**src/rtl/rom_rr_arbiter.sv**
```systemverilog
// rom_rr_arbiter: round-robin front end that shares one lookup ROM among
// NUM_REQ requesters. The ROM has a one-hot address and a 1-cycle registered
// read, and its output is 0 when it is not enabled.
// Each accepted request runs IDLE -> ISSUE -> CAPTURE -> RESP. The response
// is held until the owning requester accepts it.
// Ports:
//   i_clk, i_rst_n  clock and synchronous active-low reset
//   i_req_valid     per-requester read request
//   i_req_idx       packed binary indices, requester k at [k*IDX_W +: IDX_W]
//   o_req_ready     one-hot, combinational: the request of requester k is
//                   accepted this cycle
//   o_rsp_valid     one-hot response strobe for the owning requester
//   o_rsp_data      shared response data (registered)
//   i_rsp_ready     per-requester response acceptance
//   o_rom_addr      one-hot ROM address
//   o_rom_en        ROM read enable
//   i_rom_data      registered ROM output
//   o_busy          high in every state except IDLE
module rom_rr_arbiter #(
  parameter int unsigned NUM_REQ   = 2,
  parameter int unsigned ROM_DEPTH = 8,
  parameter int unsigned DATA_W    = 8,
  localparam int unsigned IDX_W    = (ROM_DEPTH > 1) ? $clog2(ROM_DEPTH) : 1,
  localparam int unsigned PTR_W    = (NUM_REQ > 1) ? $clog2(NUM_REQ) : 1
) (
  input  logic                     i_clk,
  input  logic                     i_rst_n,
  input  logic [NUM_REQ-1:0]       i_req_valid,
  input  logic [NUM_REQ*IDX_W-1:0] i_req_idx,
  output logic [NUM_REQ-1:0]       o_req_ready,
  output logic [NUM_REQ-1:0]       o_rsp_valid,
  output logic [DATA_W-1:0]        o_rsp_data,
  input  logic [NUM_REQ-1:0]       i_rsp_ready,
  output logic [ROM_DEPTH-1:0]     o_rom_addr,
  output logic                     o_rom_en,
  input  logic [DATA_W-1:0]        i_rom_data,
  output logic                     o_busy
);

  typedef enum logic [1:0] {
    S_IDLE    = 2'd0,
    S_ISSUE   = 2'd1,
    S_CAPTURE = 2'd2,
    S_RESP    = 2'd3
  } state_e;

  state_e               state_q, state_d;
  logic [PTR_W-1:0]     owner_q, owner_d;
  logic [PTR_W-1:0]     rr_ptr_q, rr_ptr_d;
  logic [ROM_DEPTH-1:0] addr_q, addr_d;
  logic [DATA_W-1:0]    rsp_data_q, rsp_data_d;

  logic [NUM_REQ-1:0]   grant_c;
  logic                 found_c;
  logic [PTR_W-1:0]     win_c;
  logic [IDX_W-1:0]     win_idx_c;
  int unsigned          cand_c;

  // State register; reset returns to IDLE with req 0 first in line
  always_ff @(posedge i_clk) begin
    if (!i_rst_n) begin
      state_q    <= S_IDLE;
      owner_q    <= '0;
      rr_ptr_q   <= PTR_W'(NUM_REQ - 1);
      addr_q     <= '0;
      rsp_data_q <= '0;
    end else begin
      state_q    <= state_d;
      owner_q    <= owner_d;
      rr_ptr_q   <= rr_ptr_d;
      addr_q     <= addr_d;
      rsp_data_q <= rsp_data_d;
    end
  end

  // Round-robin search plus next-state logic
  always_comb begin
    state_d    = state_q;
    owner_d    = owner_q;
    rr_ptr_d   = rr_ptr_q;
    addr_d     = addr_q;
    rsp_data_d = rsp_data_q;
    grant_c    = '0;
    found_c    = 1'b0;
    win_c      = '0;
    win_idx_c  = '0;
    cand_c     = 0;

    // Search starts just after the last winner, so the last winner is tried last
    for (int unsigned i = 1; i <= NUM_REQ; i++) begin
      cand_c = (32'(rr_ptr_q) + i) % NUM_REQ;
      if (!found_c && i_req_valid[cand_c]) begin
        found_c   = 1'b1;
        win_c     = PTR_W'(cand_c);
        win_idx_c = i_req_idx[cand_c*IDX_W +: IDX_W];
      end
    end

    unique case (state_q)
      S_IDLE: begin
        if (found_c) begin
          grant_c  = NUM_REQ'(1) << win_c;
          owner_d  = win_c;
          rr_ptr_d = win_c;
          // An index beyond the ROM depth shifts out to an all-zero address
          addr_d   = ROM_DEPTH'(1) << win_idx_c;
          state_d  = S_ISSUE;
        end
      end
      S_ISSUE:   state_d = S_CAPTURE;
      S_CAPTURE: begin
        rsp_data_d = i_rom_data;
        state_d    = S_RESP;
      end
      S_RESP: begin
        if (i_rsp_ready[owner_q]) state_d = S_IDLE;
      end
      default:   state_d = S_IDLE;
    endcase
  end

  // No acceptance is reported while reset is asserted
  assign o_req_ready = i_rst_n ? grant_c : '0;
  assign o_rom_en    = (state_q == S_ISSUE);
  assign o_rom_addr  = (state_q == S_ISSUE) ? addr_q : '0;
  assign o_rsp_valid = (state_q == S_RESP) ? (NUM_REQ'(1) << owner_q) : '0;
  assign o_rsp_data  = rsp_data_q;
  assign o_busy      = (state_q != S_IDLE);

endmodule
```
**config.mk**
```make
export PLATFORM = sky130hd
export DESIGN_NAME = rom_rr_arbiter
export DESIGN_NICKNAME = d
export VERILOG_FILES = /design/src/rtl/rom_rr_arbiter.sv
export SDC_FILE = /design/constraint.sdc
export NUM_CORES = 1
export LEC_CHECK = 0
export CAP_MARGIN = 40
export CORE_AREA = 2 2 51 53
export DETAILED_ROUTE_END_ITERATION = 12
export DIE_AREA = 0 0 53 55
export PLACE_DENSITY = 0.83
export SYNTH_ARGS = -nofsm -noshare
export SYNTH_HDL_FRONTEND = slang
export SYNTH_SLANG_ARGS = --single-unit
```
**constraint.sdc**
```tcl
create_clock -name i_clk -period 2.8 [get_ports i_clk]
set_input_delay 0.84 -clock i_clk [delete_from_list [all_inputs] [get_ports i_clk]]
set_output_delay 0.84 -clock i_clk [all_outputs]
set_load 0.05 [all_outputs]
```
==> impl_metrics.env <==
export IMPL_gp_congestion=0.7796
export IMPL_die_area_um2=2915
export IMPL_start_util=0.4164
export IMPL_areaGrowthSynthToFinish_pct=54.00
export IMPL_p_per_area_nw_per_um2=776.2
export IMPL_synth_ff_type="dfxtp_1"
export IMPL_period_needed_ns=2.766
export IMPL_async_reset_ff_frac=0
export IMPL_grt_pass1_vias=926
export IMPL_ys_seq_area_frac=0.4066
export IMPL_syn_nets=129
export IMPL_worst_pin_slew_ns=0.5133
export IMPL_numCtsBuffers=3
export IMPL_ir_drop_uv=618.9
export IMPL_synth_top_area_frac=0.4066
export IMPL_multi_input_area_um2=556.8
export IMPL_finalSetupTns_ns=0
export IMPL_skew_ns=0.004272
export IMPL_dp_hpwl_um=1811
export IMPL_slew_headroom=0.6567
export IMPL_grt_max_degree=16
export IMPL_path_class="input pin to primary output"
export IMPL_hp_class="flip-flop to flip-flop"
export IMPL_crit_arrival_ns=1.93
export IMPL_clock_latency_ns=0.30
export IMPL_p_comb_frac=0.484
export IMPL_cts_sinks=20
export IMPL_crit_path_max_fanout=5
export IMPL_critPathRequiredTime_ns=1.96
export IMPL_rsz0062_at_grt="false"
export IMPL_cts_tree="built"
export IMPL_antenna_found_initial=0
export IMPL_holdPathStages=2
export IMPL_p_seq_frac=0.320
export IMPL_num_rows=18
export IMPL_synth_edff_count=0
export IMPL_place_port_buffers=41
export IMPL_drive_gt1_frac=0.1711
export IMPL_gr_total_overflow=0
export IMPL_num_vias=901
export IMPL_fillCellCount=207
export IMPL_cp_slowest_cell="clkdlybuf4s50_1"
export IMPL_drc_errors=0
export IMPL_cp_num_buf_inv=2
export IMPL_yosysTopAreaCell="dfxtp_1"
export IMPL_syn_area_um2=984.7
export IMPL_critPathTopFamily="buffers and inverters"
export IMPL_p_int_uw=704.7
export IMPL_register_area_um2=400.4
export IMPL_die_height_um=55
export IMPL_antenna_cells=0
export IMPL_setup_violations=0
export IMPL_end_kind="primary output"
export IMPL_wl_per_cell_um=12.65
export IMPL_vias_per_cell=4.951
export IMPL_drt_iter0_drc=8
export IMPL_grtUsageTotal=0.1801
export IMPL_switchingPower_uw=472.3
export IMPL_hold_viol_final=0
export IMPL_power_mw=1.177
export IMPL_slowest_delay_ns=0.51
export IMPL_swShare=0.4013
export IMPL_io_pins=42
export IMPL_synth_cell_types=24
export IMPL_drv_slew=0
export IMPL_p_leak_nw=0.6574
export IMPL_firstDrtPassIters=4
export IMPL_avgSynthCellArea_um2=9.468
export IMPL_htreeDepth=1
export IMPL_path_clk_slew_ns=0.11
export IMPL_grt_pass1_wl_um=3877
export IMPL_clockBufferDepth=2
export IMPL_status="finished, final reports clean"
export IMPL_core_area_um2=2365
export IMPL_cp_num_cells=4
export IMPL_cts_setup_buffers=0
export IMPL_ys_ff_latch=20
export IMPL_netlist_top_cells_area="dfxtp_1 (41%), mux2i_1 (9.1%), nand2_1 (6.5%), ha_1 (6.4%), nor2b_1 (6.4%)"
export IMPL_fp_dieW_um=53
export IMPL_synth_warning_count=0
export IMPL_min_period_over_period=0.9878
export IMPL_fmax_mhz=361.6
export IMPL_worstSetupStartpointType="input pin"
export IMPL_power_frac_clock=0.196
export IMPL_cts_root_buf="clkbuf_4"
export IMPL_rr_worst_depth=6
export IMPL_cap_violations=0
export IMPL_nNetsFinal=178
export IMPL_crit_chain="clkdlybuf4s50_1, a21boi_2, and3_4, buf_12"
export IMPL_synthCells=104
export IMPL_drt_total_wl_um=2302
export IMPL_ant_nets=0
-- power groups by stage --
stage	Clock, mW	Combinational (mW)	Sequential (mW)
2_1_floorplan	0	0.300	0.459
3_3_place_gp	0	0.558	0.379
3_5_place_dp	0	0.571	0.384
4_1_cts	0.241	0.574	0.377
5_1_grt	0.254	0.613	0.384
6_report	0.231	0.569	0.377
-- cells by family after synthesis --
kind of cell / count (synthesis) / share of synthesized area
flip-flops: 20 / 0.4066
AO/OA/AOI/OAI: 22 / 0.1868
buffers and inverters: 7 / 0.02795
adder cells (fa/ha/maj): 5 / 0.06353
multiplexers: 9 / 0.09149
AND/OR/NAND/NOR: 41 / 0.2236
-- Yosys cell counts (2+ instances only) --
library cell and number:
nor2b_1 10, dfxtp_1 20, nand2_1 17, o211ai_1 2
a32o_1 2, o21ai_1 9, inv_1 5, mux2i_1 9
a32oi_1 2, a22oi_4 2, and2_1 9, ha_1 5
-- path summary, 6_finish.rpt --
path                     to  slack, ns           start
min               addr_q[5]       0.45       addr_q[5]
max reg2reg       addr_q[3]       1.26      state_q[0]
max          o_req_ready[1]       0.03  i_req_valid[0]
min reg2reg       addr_q[5]       0.45       addr_q[5]
-- layout make-up --
class                           instances  area share
Multi-Input combinational cell         77      0.3672
Clock inverter                          1     0.01980
Timing Repair Buffer                   46      0.2970
Tap cell                               30     0.02475
Clock buffer                            3     0.01485
Sequential cell                        20      0.2640
Inverter                                5     0.01238
-- layer usage --
layer  routed length [µm]  global-route usage  vias to the layer above  part of all wire
li1                     -                   -                      453                 -
met1                  977              0.1921                      413              0.42
met2                 1150              0.3542                       33              0.50
met3                  167             0.03226                        2             0.073
met4                    6             0.06410                        0            0.0026
met5                    0                   0                        -                 0
-- worst min-delay path, delay by kind of cell (launching register included) --
family | cells | cell delay (ns)
flops | 1 | 0.33
simple gates | 1 | 0.05
compound gates | 1 | 0.05
-- cell usage in the layout, fill, tap and decap left out, types with 3 or more instances in the layout --
cell	count
ha_1	5
and2_1	9
nor2b_1	10
inv_1	5
clkbuf_4	3
mux2i_1	9
nand2_1	17
dfxtp_1	20
o21ai_1	9
clkdlybuf4s50_1	28
buf_4	14
-- flip-flops by register name (all words and copies together), names as in the netlist --
| name | cells |
|---|---|
| owner_q | 1 |
| addr_q | 8 |
| state_q | 2 |
| o_rsp_data | 8 |
| rr_ptr_q | 1 |
-- stage by stage --
stage	utilization	std cells	area (µm²)	setup WS [ns]	hold slack (ns)
floorplan	-	104	984.7	0.5007	0.4211
global placement	0.6169	178	1459	0.08812	0.4287
detailed placement	0.6169	178	1459	0.04299	0.4396
CTS	0.6392	182	1511	0.03189	0.4564
global route	0.6413	182	1516	0.001372	0.4710
finish	0.6413	182	1516	0.03429	0.4549
-- what timing repair did --
item,4_1_cts,5_1_grt
hold buffers,0,0
endpoints found under the setup margin,0,2
resized for setup,0,2
Note: power is estimated with default switching activity, not from simulation.
